==> config.mk <==
export PLATFORM = sky130hd
export DESIGN_NAME = instr_fetch_queue_flat
export DESIGN_NICKNAME = d
export VERILOG_FILES = /design/src/rtl/instr_fetch_queue_pkg.sv /design/src/rtl/instr_fetch_queue_if.sv /design/src/rtl/instr_fetch_queue_fifo.sv /design/src/rtl/instr_fetch_queue.sv /design/src/flat_wrapper.sv
export SDC_FILE = /design/constraint.sdc
export NUM_CORES = 1
export LEC_CHECK = 0
export ABC_AREA = 1
export ABC_CLOCK_PERIOD_IN_PS = 5680
export BUFFER_PORTS_ARGS = -buffer_cell sky130_fd_sc_hd__buf_4
export CORE_ASPECT_RATIO = 1.75
export CORE_MARGIN = 2
export CORE_UTILIZATION = 62
export CTS_CLUSTER_DIAMETER = 60
export DETAILED_ROUTE_END_ITERATION = 7
export GPL_TIMING_DRIVEN = 0
export PLACE_DENSITY = 0.85
export SKIP_LAST_GASP = 1
export SLEW_MARGIN = 30
export SYNTH_ARGS = -nofsm -noshare
export SYNTH_HDL_FRONTEND = slang
export SYNTH_SLANG_ARGS = --single-unit
==> constraint.sdc <==
create_clock -name clk -period 5.68 [get_ports clk]
set_clock_uncertainty 0.15 [all_clocks]
set_input_delay 0.568 -clock clk [delete_from_list [all_inputs] [get_ports clk]]
set_output_delay 0.568 -clock clk [all_outputs]
set_load 0.05 [all_outputs]
==> src/rtl/instr_fetch_queue_pkg.sv <==
// Shared types and constants for the instruction fetch queue.
package instr_fetch_queue_pkg;

  // Default number of queue entries (power of two, at least 2).
  localparam int DEFAULT_DEPTH = 4;

  // Fetching this word stops the fetch engine until redirect or reset.
  localparam logic [31:0] HALT_INSTR = 32'hFFFF_FFFF;

  // One queued fetch result: the instruction and the address after it.
  typedef struct packed {
    logic [31:0] instr;
    logic [31:0] pc_plus4;
  } fetch_entry_t;

  // Force a byte address onto a word boundary.
  function automatic logic [31:0] align_pc(input logic [31:0] pc);
    return {pc[31:2], 2'b00};
  endfunction

  // Byte PC to instruction-RAM word address.
  function automatic logic [31:0] word_addr(input logic [31:0] pc);
    return {2'b00, pc[31:2]};
  endfunction

endpackage

==> src/rtl/instr_fetch_queue_if.sv <==
// Bundle of the instruction-RAM port, redirect input and decode-side outputs.
// master = the fetch queue, slave = the surrounding pipeline / RAM.
interface instr_fetch_queue_if;

  logic        imem_req;
  logic [31:0] imem_addr;
  logic [31:0] imem_rdata;
  logic        redirect;
  logic [31:0] redirect_pc;
  logic        deq;
  logic        out_valid;
  logic [31:0] out_instr;
  logic [31:0] out_pc_plus4;
  logic        halt_seen;

  modport master (
    output imem_req, imem_addr, out_valid, out_instr, out_pc_plus4, halt_seen,
    input  imem_rdata, redirect, redirect_pc, deq
  );

  modport slave (
    input  imem_req, imem_addr, out_valid, out_instr, out_pc_plus4, halt_seen,
    output imem_rdata, redirect, redirect_pc, deq
  );

endinterface

==> src/rtl/instr_fetch_queue_fifo.sv <==
// Circular FIFO of fetch entries with a separate occupancy count.
// Head entry is read combinationally from storage.
module fetch_fifo
  import instr_fetch_queue_pkg::*;
#(
  parameter  int DEPTH = DEFAULT_DEPTH,
  localparam int PTR_W = $clog2(DEPTH),
  localparam int CNT_W = PTR_W + 1
) (
  input  logic             clk,
  input  logic             rst_n,
  input  logic             i_push,
  input  fetch_entry_t     i_entry,
  input  logic             i_pop,
  input  logic             i_flush,
  output logic             o_full,
  output logic             o_empty,
  output logic [CNT_W-1:0] o_count,
  output fetch_entry_t     o_head
);

  fetch_entry_t     r_mem [DEPTH];
  logic [PTR_W-1:0] r_wr_ptr;
  logic [PTR_W-1:0] r_rd_ptr;
  logic [CNT_W-1:0] r_count;
  logic             w_push_ok;
  logic             w_pop_ok;

  assign o_full    = (r_count == CNT_W'(DEPTH));
  assign o_empty   = (r_count == '0);
  assign o_count   = r_count;
  assign o_head    = r_mem[r_rd_ptr];

  // Flush dominates; pushes into a full queue and pops from an empty one are ignored.
  assign w_push_ok = i_push && !o_full  && !i_flush;
  assign w_pop_ok  = i_pop  && !o_empty && !i_flush;

  // Pointer and occupancy bookkeeping; pointers wrap naturally since DEPTH is a power of two.
  always_ff @(posedge clk or negedge rst_n) begin
    if (!rst_n) begin
      r_wr_ptr <= '0;
      r_rd_ptr <= '0;
      r_count  <= '0;
    end else if (i_flush) begin
      r_wr_ptr <= '0;
      r_rd_ptr <= '0;
      r_count  <= '0;
    end else begin
      if (w_push_ok) r_wr_ptr <= r_wr_ptr + PTR_W'(1);
      if (w_pop_ok)  r_rd_ptr <= r_rd_ptr + PTR_W'(1);
      case ({w_push_ok, w_pop_ok})
        2'b10:   r_count <= r_count + CNT_W'(1);
        2'b01:   r_count <= r_count - CNT_W'(1);
        default: r_count <= r_count;
      endcase
    end
  end

  // Entry storage write port.
  // NOTE: storage has no reset -- validity is tracked by the count, so clearing the array would only cost reset fan-out.
  always_ff @(posedge clk) begin
    if (w_push_ok) r_mem[r_wr_ptr] <= i_entry;
  end

endmodule

==> src/rtl/instr_fetch_queue.sv <==
// Instruction fetch queue: issues one-cycle-latency reads to instruction RAM,
// buffers {instr, pc_plus4} results for decode, handles redirect and halt.
module instr_fetch_queue
  import instr_fetch_queue_pkg::*;
#(
  parameter int          DEPTH    = DEFAULT_DEPTH,
  parameter logic [31:0] RESET_PC = 32'h0
) (
  input logic                  clk,
  input logic                  rst_n,
  instr_fetch_queue_if.master  bus
);

  localparam int CNT_W = $clog2(DEPTH) + 1;

  logic [31:0]      r_fetch_pc;
  logic             r_inflight;
  logic             r_halt;
  logic             r_started;

  logic             w_full;
  logic             w_empty;
  logic [CNT_W-1:0] w_count;
  fetch_entry_t     w_head;
  fetch_entry_t     w_resp_entry;
  logic [CNT_W:0]   w_occupancy;
  logic             w_resp_valid;
  logic             w_resp_halt;
  logic             w_room;
  logic             w_issue;
  logic             w_pop;

  // A response is live only in the cycle after its request; a redirect in that cycle kills it.
  assign w_resp_valid = r_inflight && !bus.redirect;
  assign w_resp_halt  = w_resp_valid && (bus.imem_rdata == HALT_INSTR);

  // The in-flight word already owns a slot, so it counts against capacity.
  assign w_occupancy  = {1'b0, w_count} + (CNT_W + 1)'(r_inflight);
  assign w_room       = (w_occupancy < (CNT_W + 1)'(DEPTH));

  // r_started holds off the first request for one cycle after reset release.
  // A halt word arriving this cycle already blocks the next request.
  assign w_issue      = r_started && w_room && !r_halt && !w_resp_halt && !bus.redirect;

  // Redirect wins over a same-cycle dequeue.
  assign w_pop        = bus.deq && !w_empty && !bus.redirect;

  // fetch_pc advanced at the request edge, so during the response cycle it already equals PC + 4.
  assign w_resp_entry = '{instr: bus.imem_rdata, pc_plus4: r_fetch_pc};

  fetch_fifo #(.DEPTH(DEPTH)) u_fifo (
    .clk     (clk),
    .rst_n   (rst_n),
    .i_push  (w_resp_valid && !w_full),
    .i_entry (w_resp_entry),
    .i_pop   (w_pop),
    .i_flush (bus.redirect),
    .o_full  (w_full),
    .o_empty (w_empty),
    .o_count (w_count),
    .o_head  (w_head)
  );

  // Fetch PC, in-flight tracking and halt state.
  // NOTE: sequential state uses non-blocking assignments so every flop samples pre-edge values.
  always_ff @(posedge clk or negedge rst_n) begin
    if (!rst_n) begin
      r_fetch_pc <= RESET_PC;
      r_inflight <= 1'b0;
      r_halt     <= 1'b0;
      r_started  <= 1'b0;
    end else begin
      r_started  <= 1'b1;
      r_inflight <= w_issue;
      if (bus.redirect) begin
        r_fetch_pc <= align_pc(bus.redirect_pc);
        r_halt     <= 1'b0;
      end else begin
        if (w_issue)     r_fetch_pc <= r_fetch_pc + 32'd4;
        if (w_resp_halt) r_halt     <= 1'b1;
      end
    end
  end

  assign bus.imem_req     = w_issue;
  assign bus.imem_addr    = word_addr(r_fetch_pc);
  assign bus.out_valid    = !w_empty;
  assign bus.out_instr    = w_head.instr;
  assign bus.out_pc_plus4 = w_head.pc_plus4;
  assign bus.halt_seen    = r_halt;

endmodule

==> src/flat_wrapper.sv <==
// flat-port wrapper written by rule: the top's interface ports become plain ports
module instr_fetch_queue_flat import instr_fetch_queue_pkg::*;
#(
  parameter int          DEPTH    = DEFAULT_DEPTH,
  parameter logic [31:0] RESET_PC = 32'h0
)
  (clk, rst_n, bus_imem_req, bus_imem_addr, bus_out_valid, bus_out_instr, bus_out_pc_plus4, bus_halt_seen, bus_imem_rdata, bus_redirect, bus_redirect_pc, bus_deq);
  instr_fetch_queue_if bus_i ();
  input logic clk;
  input logic rst_n;
  output wire logic [$bits(bus_i.imem_req)-1:0] bus_imem_req;
  output wire logic [$bits(bus_i.imem_addr)-1:0] bus_imem_addr;
  output wire logic [$bits(bus_i.out_valid)-1:0] bus_out_valid;
  output wire logic [$bits(bus_i.out_instr)-1:0] bus_out_instr;
  output wire logic [$bits(bus_i.out_pc_plus4)-1:0] bus_out_pc_plus4;
  output wire logic [$bits(bus_i.halt_seen)-1:0] bus_halt_seen;
  input wire logic [$bits(bus_i.imem_rdata)-1:0] bus_imem_rdata;
  input wire logic [$bits(bus_i.redirect)-1:0] bus_redirect;
  input wire logic [$bits(bus_i.redirect_pc)-1:0] bus_redirect_pc;
  input wire logic [$bits(bus_i.deq)-1:0] bus_deq;
  assign bus_imem_req = bus_i.imem_req;
  assign bus_imem_addr = bus_i.imem_addr;
  assign bus_out_valid = bus_i.out_valid;
  assign bus_out_instr = bus_i.out_instr;
  assign bus_out_pc_plus4 = bus_i.out_pc_plus4;
  assign bus_halt_seen = bus_i.halt_seen;
  assign bus_i.imem_rdata = bus_imem_rdata;
  assign bus_i.redirect = bus_redirect;
  assign bus_i.redirect_pc = bus_redirect_pc;
  assign bus_i.deq = bus_deq;
  instr_fetch_queue #(.DEPTH(DEPTH), .RESET_PC(RESET_PC)) u_core (.clk(clk), .rst_n(rst_n), .bus(bus_i));
endmodule
==> summary.txt, run 1 <==
Logic synthesis
  • Cell taking the most area after synthesis: sky130_fd_sc_hd__edfxtp_1
  • Netlist cell types: 33
  • Register area share after synthesis: 69.7%
  • Ys flop type: sky130_fd_sc_hd__edfxtp_1
  • Number of synthesized flops with an enable pin: 248
  • Top cells by area, synth: sky130_fd_sc_hd__edfxtp_1, sky130_fd_sc_hd__dfrtp_1, sky130_fd_sc_hd__nor2_1
  • Commonest cells in the netlist: sky130_fd_sc_hd__edfxtp_1, sky130_fd_sc_hd__nor2_1, sky130_fd_sc_hd__nand2_1
  • FF+latch count, synth: 288
  • Leading cell type by number of instances after synthesis: sky130_fd_sc_hd__edfxtp_1
  • Yosys top cell area share: 61.5%
  • Avg Cell Area, Syn: 11.4 um^2
  • Count of warnings emitted by yosys: 0
  • Instance count of the mapped netlist: 1065
  • Fraction of registers with async set/reset: 13.9%
  • Mapped cell area: 12100 um^2

Placement
  • Dpl hpwl: 22100 um
  • Final Wtd Congestion: 1.02
  • Count of buffers from port buffering: 160
  • Dpl ws: 2.75 ns

Detailed routing
  • Count of vias placed by the detailed router: 9179
  • Met2 WL: 17100 um
  • Post-detailed-route via-to-cell ratio: 6.02
  • Average wire per cell in the routed design: 20.7 um
  • Wire length after detailed routing: 31600 um
  • Count of unresolved DRC violations after routing: 0
  • Detailed-router iteration count before antenna repair: 5
  • Remaining number of nets flagged by the antenna check after routing: 0
  • Iter 0 DRT Violations: 887
  • Wire length on met1: 10800 um
  • Uppermost signal routing layer after detailed routing: met4
  • Met3 WL post-DR: 2010 um

Worst setup path
  • Worst EP required: 4.96 ns
  • Kind of launch point of the worst setup path: flop
  • Top fanout value on the critical path: 10
  • Startpoint of the most critical register-to-register path: u_core.r_fetch_pc[2]
  • Endpoint class of the critical path: primary output
  • R2R Path End: u_core.r_fetch_pc[26]
  • Critical path type: flop to primary output
  • Arrival time worst endpoint: 2.51 ns
  • Flop2flop setup slack: 3.10 ns
  • Reg2reg path depth: 10

Timing
  • Final setup violating endpoints: 0
  • Setup WS post-layout: 2.45 ns
  • Worst Hold Slack: 0.108 ns
  • Highest clock rate: 309 MHz
  • Setup repair after global routing missed its margin: false
  • Worst-margin pin slew: 0.762 ns
  • Remaining max-slew budget at the tightest pin: 49.2%
  • Final slew viol count: 0
  • Number of endpoints with negative hold slack in the final report: 0
  • Final period utilization: 56.9%
  • Final worst path period need: 3.23 ns

Final layout
  • Number of filler cells placed in the layout: 1166
  • Fraction of layout instances using a drive strength above 1: 20.4%
  • Final-stage net count: 1342
  • Area occupied by registers: 8450 um^2
  • Multi-input logic area: 3300 um^2
  • End-of-flow core utilization: 77.0%
  • Number of diodes added for antenna fixing: 0
  • Layout overhead on the synthesized area: 22.0%

Clocking
  • Clk root buf: sky130_fd_sc_hd__clkbuf_16
  • CTS-repair resized insts: 0
  • Clock transition at the registers of the reported paths: 0.06 ns
  • Clock tree sinks: 288
  • TritonCTS Buffers: 25
  • Maximum number of buffers from clock root to sink: 3
  • CTS tree: done
  • Source-to-sink clock delay at the later pin of the worst-skew pair: 0.51 ns
  • H-tree Lvls: 1

Global routing
  • Vias in the first global route: 8891
  • First-pass GRT wire length: 47400 um
  • Overall track demand over capacity in global routing: 30.7%
  • Largest net degree at the start of global routing: 41
  • Global route total overflow: 0
  • Initial antenna violation count: 0

Die
  • CORE AREA: 19200 um^2
  • Number of I/O pins: 167
  • Die span in y: 189 um
  • Starting utilization of the core area: 63.1%
  • Die W: 110 um
  • Die Outline Area: 20700 um^2
  • # rows: 67

Power and ir drop
  • Worst IR Drop VDD: 0.330 mV
  • Power density over the cells: 367 nW/um^2
  • Total Power Consumption: 5420 uW
  • Reported leakage power: 0.00557 uW

Min path
  • Count of cells along the worst hold path: 1
  • Worst hold start: bus_imem_rdata[30]
  • Endpoint with the worst hold slack: u_core.u_fifo.r_mem[0][62]
  • Path class of the lowest-slack min-delay path: input pin to flop

Run status
  • Result of the run: complete, no violations

Run
  • Number of maximum-capacitance constraint violations: 0
flip-flops by register name, indices dropped and copies added, names as in the netlist:
name,count
u_core.r_fetch_pc,30
u_core.u_fifo.r_mem,248
u_core.bus.halt_seen,1
u_core.r_inflight,1
u_core.u_fifo.r_wr_ptr,2
u_core.r_started,1
u_core.u_fifo.r_rd_ptr,2
u_core.u_fifo.o_count,3
cells in the final DEF, fill, tap and decap left out, types with 2 or more instances in the layout:
| cell | count |
|---|---|
| sky130_fd_sc_hd__edfxtp_1 | 248 |
| sky130_fd_sc_hd__nor2_1 | 178 |
| sky130_fd_sc_hd__nand2_1 | 171 |
| sky130_fd_sc_hd__buf_4 | 167 |
| sky130_fd_sc_hd__o21ai_0 | 136 |
| sky130_fd_sc_hd__nand3_1 | 71 |
| sky130_fd_sc_hd__o22ai_1 | 62 |
| sky130_fd_sc_hd__clkbuf_1 | 40 |
| sky130_fd_sc_hd__dfrtp_1 | 40 |
| sky130_fd_sc_hd__inv_1 | 31 |
| sky130_fd_sc_hd__clkbuf_16 | 25 |
| sky130_fd_sc_hd__buf_2 | 12 |
| sky130_fd_sc_hd__buf_16 | 12 |
| sky130_fd_sc_hd__nand3b_1 | 9 |
| sky130_fd_sc_hd__xor2_1 | 8 |
| sky130_fd_sc_hd__clkinv_1 | 7 |
| sky130_fd_sc_hd__or2_2 | 7 |
| sky130_fd_sc_hd__o21ai_2 | 7 |
| sky130_fd_sc_hd__nor2_2 | 5 |
| sky130_fd_sc_hd__nor2_4 | 5 |
| sky130_fd_sc_hd__ha_1 | 5 |
| sky130_fd_sc_hd__conb_1 | 5 |
| sky130_fd_sc_hd__nand2_2 | 4 |
| sky130_fd_sc_hd__clkinvlp_4 | 4 |
| sky130_fd_sc_hd__a31oi_1 | 3 |
| sky130_fd_sc_hd__buf_6 | 3 |
| sky130_fd_sc_hd__nand4_1 | 2 |
| sky130_fd_sc_hd__nand3_2 | 2 |
| sky130_fd_sc_hd__nand2_4 | 2 |
| sky130_fd_sc_hd__a21oi_1 | 2 |
| sky130_fd_sc_hd__bufinv_16 | 2 |
worst max path at each step:
stage | startpoint | end | slack [ns] | cells after the start
3_3_place_gp | bus_redirect | u_core.u_fifo.r_mem[0][37] | -0.67 | 4
6_report | u_core.u_fifo.r_rd_ptr[0] | bus_out_pc_plus4[13] | 2.45 | 6
5_1_grt | u_core.u_fifo.r_rd_ptr[1] | bus_out_pc_plus4[25] | 2.39 | 6
3_5_place_dp | bus_redirect | bus_imem_req | 2.75 | 9
4_1_cts | u_core.u_fifo.r_rd_ptr[0] | bus_out_pc_plus4[13] | 2.41 | 6
2_1_floorplan | bus_redirect | u_core.u_fifo.r_mem[0][10] | 1.62 | 3
repair_timing:
action / CTS / global route
hold endpoints to repair: 40 / 0
hold buffers: 1 / 0
setup buffers: 0 / 0
final cells by class:
class | instances | area share (%)
inverter | 34 | 0.863
clock buffer | 30 | 4.36
sequential | 288 | 57.1
buffer | 57 | 1.88
tap | 241 | 2.04
multi-input combinational | 689 | 22.4
timing repair buffer | 173 | 10.4
clock inverter | 14 | 0.939
critical path, stage by stage, from the launching register on:
cell and delay (ns):
sky130_fd_sc_hd__dfrtp_1 0.34, sky130_fd_sc_hd__buf_2 0.24, sky130_fd_sc_hd__buf_2 0.29, sky130_fd_sc_hd__clkbuf_1 0.46
sky130_fd_sc_hd__nor2_1 0.11, sky130_fd_sc_hd__o22ai_1 0.28, sky130_fd_sc_hd__buf_4 0.26
layer usage:
| metal | global-route usage (%) | vias up |
|---|---|---|
| met3 | 2.75 | 113 |
| met4 | 15.9 | 0 |
| met2 | 54.8 | 517 |
| li1 | - | 4172 |
| met1 | 36.1 | 4377 |
| met5 | 0 | - |
report_power, final:
group          switching [uW]  total, uW  internal [uW]
Combinational             942       1300            359
Clock                     733       1640            906
Sequential               99.2       2480           2380
stage by stage:
step,instance area [um^2],cells,TNS [ns]
2_1_floorplan,12100,1068,0
3_3_place_gp,13600,1469,-141.15
3_5_place_dp,14000,1481,0
4_1_cts,14800,1526,0
5_1_grt,14800,1526,0
6_report,14800,1526,0
logic make-up after synthesis:
family          count (synthesis)  share of synthesized area (%)
simple gates                  458                           15.9
flops                         288                           69.7
compound gates                211                           9.60
buf+inv                        91                           3.35
xor+xnor                        9                          0.651
fa+ha+maj                       6                          0.682
other cells                     2                         0.0620
Power figures use the tool's default switching activity.
==> run 2, diff against run 1 <==
--- a/config.mk
+++ b/config.mk
@@ -6,15 +6,15 @@
 export NUM_CORES = 1
 export LEC_CHECK = 0
 export ABC_AREA = 1
-export ABC_CLOCK_PERIOD_IN_PS = 5680
+export ABC_CLOCK_PERIOD_IN_PS = 2700
 export BUFFER_PORTS_ARGS = -buffer_cell sky130_fd_sc_hd__buf_4
 export CORE_ASPECT_RATIO = 1.75
 export CORE_MARGIN = 2
-export CORE_UTILIZATION = 62
+export CORE_UTILIZATION = 52
 export CTS_CLUSTER_DIAMETER = 60
 export DETAILED_ROUTE_END_ITERATION = 7
 export GPL_TIMING_DRIVEN = 0
-export PLACE_DENSITY = 0.85
+export PLACE_DENSITY = 0.76
 export SKIP_LAST_GASP = 1
 export SLEW_MARGIN = 30
 export SYNTH_ARGS = -nofsm -noshare
==> constraint.sdc (replaced) <==
create_clock -name clk -period 2.7 [get_ports clk]
set_clock_uncertainty 0.15 [all_clocks]
set_input_delay 0.27 -clock clk [delete_from_list [all_inputs] [get_ports clk]]
set_output_delay 0.27 -clock clk [all_outputs]
set_load 0.05 [all_outputs]
==> summary.txt, run 2 (synthesis results as in run 1) <==
Detailed routing
  • Remaining number of nets flagged by the antenna check after routing: 0
  • Wire length on met1: 11600 um
  • Count of unresolved DRC violations after routing: 0
  • Met3 WL post-DR: 1850 um
  • Detailed-router iteration count before antenna repair: 6
  • Iter 0 DRT Violations: 761
  • Average wire per cell in the routed design: 19.7 um
  • Met2 WL: 17600 um
  • Count of vias placed by the detailed router: 9182
  • Uppermost signal routing layer after detailed routing: met4
  • Post-detailed-route via-to-cell ratio: 5.57
  • Wire length after detailed routing: 32400 um

Placement
  • Total cell area at the placement stage: 14100 um^2
  • Dpl ws: 0.0944 ns
  • Count of buffers from port buffering: 160
  • Final Wtd Congestion: 0.944
  • Dpl hpwl: 22200 um

Timing
  • Final setup violating endpoints: 0
  • Final period utilization: 98.6%
  • Setup WS post-layout: 0.0372 ns
  • Worst-margin pin slew: 0.734 ns
  • Highest clock rate: 376 MHz
  • Number of endpoints with negative hold slack in the final report: 0
  • Final worst path period need: 2.66 ns
  • Setup repair after global routing missed its margin: true
  • Final slew viol count: 0
  • Remaining max-slew budget at the tightest pin: 51.1%

Global routing
  • Vias in the first global route: 9277
  • First-pass GRT wire length: 48900 um
  • Global route total overflow: 0
  • Overall track demand over capacity in global routing: 26.1%
  • Initial antenna violation count: 0
  • Largest net degree at the start of global routing: 41

Die
  • Starting utilization of the core area: 53.1%
  • CORE AREA: 22800 um^2
  • # rows: 73
  • Die W: 119 um
  • Number of I/O pins: 167
  • Die Outline Area: 24600 um^2
  • Die span in y: 206 um

Worst setup path
  • Startpoint of the most critical register-to-register path: u_core.r_inflight
  • R2R Path End: u_core.u_fifo.r_mem[1][39]
  • Top fanout value on the critical path: 11
  • Flop2flop setup slack: 0.18 ns
  • Arrival time worst endpoint: 2.24 ns
  • Kind of launch point of the worst setup path: flop
  • Endpoint class of the critical path: primary output
  • Worst EP required: 2.28 ns
  • Reg2reg path depth: 8
  • Critical path type: flop to primary output

Final layout
  • Layout overhead on the synthesized area: 28.7%
  • Fraction of layout instances using a drive strength above 1: 22.8%
  • Final-stage net count: 1404
  • Multi-input logic area: 3350 um^2
  • Most frequent cells in the layout: sky130_fd_sc_hd__edfxtp_1, sky130_fd_sc_hd__nor2_1, sky130_fd_sc_hd__buf_4
  • Area occupied by registers: 8450 um^2
  • Number of filler cells placed in the layout: 1665
  • Number of diodes added for antenna fixing: 0
  • Commonest non-fill, non-tap cell in the layout: sky130_fd_sc_hd__edfxtp_1
  • Cell area after layout: 15600 um^2
  • Register containing the most flip-flops in the final layout: u_core.u_fifo.r_mem
  • Flip-flop count of the largest register, all copies and words added: 248

Clocking
  • CTS tree: done
  • Maximum number of buffers from clock root to sink: 3
  • Clk root buf: sky130_fd_sc_hd__clkbuf_16
  • Clock transition at the registers of the reported paths: 0.07 ns
  • H-tree Lvls: 1
  • Source-to-sink clock delay at the later pin of the worst-skew pair: 0.53 ns
  • Clock tree sinks: 288
  • TritonCTS Buffers: 24

Power and ir drop
  • Sw frac: 32.9%
  • Internal power summed over all cells: 7770 uW
  • Sequential Power Share: 45.1%
  • Power density over the cells: 743 nW/um^2
  • Clock network fraction of design power: 30.2%
  • Sw power: 3810 uW
  • Worst IR Drop VDD: 0.470 mV
  • Comb pwr share: 24.8%
  • Reported leakage power: 0.00596 uW

Min path
  • Path class of the lowest-slack min-delay path: input pin to flop
  • Endpoint with the worst hold slack: u_core.u_fifo.r_rd_ptr[0]
  • Worst hold start: bus_deq
  • Count of cells along the worst hold path: 3

Run status
  • Result of the run: complete, no violations

Run
  • Number of maximum-capacitance constraint violations: 0
[run 2: changes by cell type in the layout (fill, tap and decap cells not counted), sizes merged]
cell,delta
inv,+2
clkinv,+3
buf,+6
clkbuf,-7
dlygate4sd3,+60
clkinvlp,-1
[run 2: worst max-delay path, cell delays in order (launching register included)]
cell,delay [ns]
sky130_fd_sc_hd__dfrtp_1,0.35
sky130_fd_sc_hd__inv_1,0.07
sky130_fd_sc_hd__nor2_4,0.22
sky130_fd_sc_hd__nand3_1,0.16
sky130_fd_sc_hd__nor2_4,0.16
sky130_fd_sc_hd__nand3_2,0.17
sky130_fd_sc_hd__nand2_4,0.15
sky130_fd_sc_hd__nor2_4,0.06
sky130_fd_sc_hd__buf_6,0.17
sky130_fd_sc_hd__buf_4,0.20
[run 2: how the worst max path moves through the flow]
stage	startpoint	end	slack (ns)	cells past startpoint
after global routing	u_core.u_fifo.r_rd_ptr[0]	bus_out_instr[2]	-0.003	5
after CTS	u_core.u_fifo.r_rd_ptr[0]	bus_out_instr[30]	0.002	6
final	u_core.r_inflight	bus_imem_req	0.04	9
after detailed placement	bus_redirect	u_core.u_fifo.r_mem[1][37]	0.09	7
after global placement	bus_redirect	u_core.u_fifo.r_mem[3][37]	-1.70	4
after floorplan	u_core.u_fifo.o_count[0]	u_core.u_fifo.r_mem[0][10]	-0.19	4
[run 2: area by class of cell]
class                   count  area share [%]
well taps                 300            2.41
plain buffers              57            2.16
inverters                  34           0.843
clock inverters            18            1.06
repair buffers            236            13.8
clock buffers              26            4.04
flip-flops and latches    288            54.2
multi-input cells         689            21.5
[run 2: stage by stage]
step	setup TNS [ns]	instances	power (uW)	utilization, %	hold WS, ns
after detailed placement	0	1540	8040	61.5	0.144
after floorplan	-47.64	1068	7030	-	-0.176
after global placement	-401.20	1528	7990	60.1	0.142
after global routing	-0.00345	1648	11900	68.3	0.00172
final	0	1648	11600	68.3	0.0106
after CTS	0	1646	11600	68.0	0.00162
[run 2: routing by layer]
layer	track usage [%]	vias up
li1	-	4287
met1	28.7	4423
met2	49.9	393
met3	2.92	79
met4	12.1	0
met5	0	-
[run 2: power by group through the flow]
stage               combinational [uW]  clock, uW  sequential, uW
floorplan                         1600          0            5430
global placement                  2680          0            5300
detailed placement                2730          0            5300
CTS                               2840       3520            5210
global route                      3040       3670            5230
finish                            2870       3490            5220
[run 2: what timing repair did]
action,4_1_cts,5_1_grt
setup endpoints to repair,58,42
hold buffers,61,0
pin swaps,1,1
endpoints found under the hold margin,196,0
buffers inserted,1,2
gates resized for setup,27,38
==> run 3, diff against run 2 <==
--- a/config.mk
+++ b/config.mk
@@ -19,4 +19,5 @@
 export SLEW_MARGIN = 30
 export SYNTH_ARGS = -nofsm -noshare
 export SYNTH_HDL_FRONTEND = slang
+export SYNTH_HIERARCHICAL = 1
 export SYNTH_SLANG_ARGS = --single-unit
==> summary.txt, run 3 <==
Final layout
  • Final-stage net count: 1476
  • Flip-flop count of the largest register, all copies and words added: 256
  • Number of diodes added for antenna fixing: 0
  • Layout overhead on the synthesized area: 28.4%
  • Number of filler cells placed in the layout: 1741
  • Most frequent cells in the layout: sky130_fd_sc_hd__edfxtp_1, sky130_fd_sc_hd__nand2_1, sky130_fd_sc_hd__nor2_1
  • Fraction of layout instances using a drive strength above 1: 21.0%
  • Register containing the most flip-flops in the final layout: u_core/u_fifo/r_mem
  • Cell area after layout: 16200 um^2
  • Final Non-Filler Cells: 1727
  • Commonest non-fill, non-tap cell in the layout: sky130_fd_sc_hd__edfxtp_1

Timing
  • Setup repair after global routing missed its margin: true
  • Final slew viol count: 0
  • Remaining max-slew budget at the tightest pin: 54.8%
  • Sum Neg Setup Slack: 0 ns
  • Final period utilization: 98.0%
  • Worst-margin pin slew: 0.678 ns
  • Highest clock rate: 378 MHz
  • Setup WS post-layout: 0.0538 ns
  • Number of endpoints with negative hold slack in the final report: 0
  • Final worst path period need: 2.65 ns
  • Final setup violating endpoints: 0

Power and ir drop
  • Reported leakage power: 0.00630 uW
  • Worst IR Drop VDD: 0.457 mV
  • Power density over the cells: 799 nW/um^2

Global routing
  • Largest net degree at the start of global routing: 41
  • Overall track demand over capacity in global routing: 25.5%
  • Initial antenna violation count: 0
  • First-pass GRT wire length: 49800 um
  • Global route total overflow: 0
  • Vias in the first global route: 9221

Logic synthesis
  • Register area share after synthesis: 68.9%
  • FF+latch count, synth: 296
  • Netlist cell types: 34
  • Instance count of the mapped netlist: 1124
  • Number of synthesized flops with an enable pin: 256
  • Cell taking the most area after synthesis: sky130_fd_sc_hd__edfxtp_1
  • Fraction of registers with async set/reset: 13.5%
  • Top cells by area, synth: sky130_fd_sc_hd__edfxtp_1, sky130_fd_sc_hd__dfrtp_1, sky130_fd_sc_hd__nand2_1
  • Leading cell type by number of instances after synthesis: sky130_fd_sc_hd__edfxtp_1
  • Yosys top cell area share: 60.9%
  • Ys flop type: sky130_fd_sc_hd__edfxtp_1
  • Mapped cell area: 12600 um^2
  • Count of warnings emitted by yosys: 6
  • Avg Cell Area, Syn: 11.2 um^2
  • Commonest cells in the netlist: sky130_fd_sc_hd__edfxtp_1, sky130_fd_sc_hd__nand2_1, sky130_fd_sc_hd__nor2_1

Detailed routing
  • Wire length after detailed routing: 33100 um
  • Count of vias placed by the detailed router: 9710
  • Iter 0 DRT Violations: 1028
  • Remaining number of nets flagged by the antenna check after routing: 0
  • Post-detailed-route via-to-cell ratio: 5.62
  • Count of unresolved DRC violations after routing: 0
  • Average wire per cell in the routed design: 19.2 um
  • Detailed-router iteration count before antenna repair: 6

Clocking
  • H-tree Lvls: 1
  • TritonCTS Buffers: 24
  • CTS tree: done
  • Clk root buf: sky130_fd_sc_hd__clkbuf_16
  • Clock transition at the registers of the reported paths: 0.07 ns
  • Source-to-sink clock delay at the later pin of the worst-skew pair: 0.53 ns
  • Maximum number of buffers from clock root to sink: 3
  • Clock tree sinks: 296

Die
  • Number of I/O pins: 167
  • Starting utilization of the core area: 52.7%
  • CORE AREA: 23900 um^2
  • Die W: 122 um
  • Die Outline Area: 25600 um^2
  • # rows: 75
  • Die span in y: 210 um

Worst setup path
  • CP peak stage delay: 0.44 ns
  • Arrival time worst endpoint: 2.23 ns
  • Critical path type: flop to primary output
  • Crit-path slowest cell: sky130_fd_sc_hd__dfrtp_1
  • Kind of launch point of the worst setup path: flop
  • Crit path buf inv count: 5
  • Cell Chain, Critical Path: buf_4, inv_2, buf_6, buf_6, o21ai_1, o22ai_1, buf_4
  • Worst EP required: 2.28 ns
  • Cell family contributing the most delay on the critical path: buffers and inverters
  • Top fanout value on the critical path: 10
  • Endpoint class of the critical path: primary output

Placement
  • Cell total after placement: 1617
  • Count of buffers from port buffering: 162
  • Dpl hpwl: 22400 um
  • Final Wtd Congestion: 0.909
  • Total cell area at the placement stage: 14600 um^2
  • Dpl ws: -0.356 ns

Run
  • Number of maximum-capacitance constraint violations: 0

Run status
  • Result of the run: complete, no violations

Min path
  • Path class of the lowest-slack min-delay path: input pin to flop
-- run 3: final cells by class --
cell class                 count  area (um^2)  area share (%)
timing repair buffer         244         2250            13.9
clock buffer                  28          637            3.93
multi-input combinational    735         3490            21.6
clock inverter                15          195            1.21
tap                          308          385            2.38
inverter                      43          161           0.997
sequential                   296         8690            53.7
buffer                        58          387            2.39
-- run 3: per-stage QoR --
stage | utilization (%) | power, uW | hold slack [ns]
detailed placement | 61.2 | 9240 | 0.143
global placement | 59.6 | 9140 | 0.141
global route | 67.7 | 13400 | 0.0405
finish | 67.7 | 12900 | 0.0151
CTS | 67.4 | 12900 | 0.0108
floorplan | - | 8000 | -0.176
-- run 3: power breakdown --
group          internal [uW]  switching (uW)
combinational           1080            2440
clock                   2090            1600
sequential              5310             402
-- run 3: tightest hold or removal path, stage by stage --
cell and delay [ns]:
sky130_fd_sc_hd__buf_4 0.13, sky130_fd_sc_hd__inv_1 0.12, sky130_fd_sc_hd__nand2_1 0.10, sky130_fd_sc_hd__a21oi_1 0.04
-- run 3: cell families (layout without fill, tap and decap cells) --
kind of cell	count (synthesis)	after routing	share of synthesized area [%]
AOI/OAI and AO/OA	223	223	9.69
xor gates and xnor gates	5	5	0.347
adders and majority gates	6	6	0.655
buffers and inverters	102	388	4.25
DFF	296	296	68.9
other	2	11	0.0595
and+or+nand+nor	490	490	16.1
-- run 3: path summary, 6_finish.rpt --
path	cells after the start	slack, ns	startpoint	end
max in group asynchronous	2	1.87	rst_n	u_core/r_fetch_pc[25]
max	7	0.05	u_core/u_fifo/r_rd_ptr[0]	bus_out_pc_plus4[19]
max reg2reg	8	0.20	u_core/u_fifo/o_count[0]	u_core/u_fifo/r_mem[0][26]
min	4	0.02	bus_redirect	u_core/u_fifo/r_rd_ptr[0]
min in group asynchronous	2	0.13	rst_n	u_core/r_inflight
min reg2reg	2	0.38	u_core/bus.halt_seen	u_core/bus.halt_seen
-- run 3: routing by layer --
layer	global-route usage (%)	share of wire, %	up-vias
li1	-	-	4492
met1	29.7	36	4696
met2	47.2	55	426
met3	2.14	5.4	96
met4	11.4	4.3	0
met5	0	0	-
-- run 3: repair_timing --
item	in CTS	in global routing
setup buffers	0	4
hold endpoints to repair	200	0
pin swaps	0	2
endpoints found under the setup margin	12	81
gates resized for setup	9	17
hold buffers	64	0
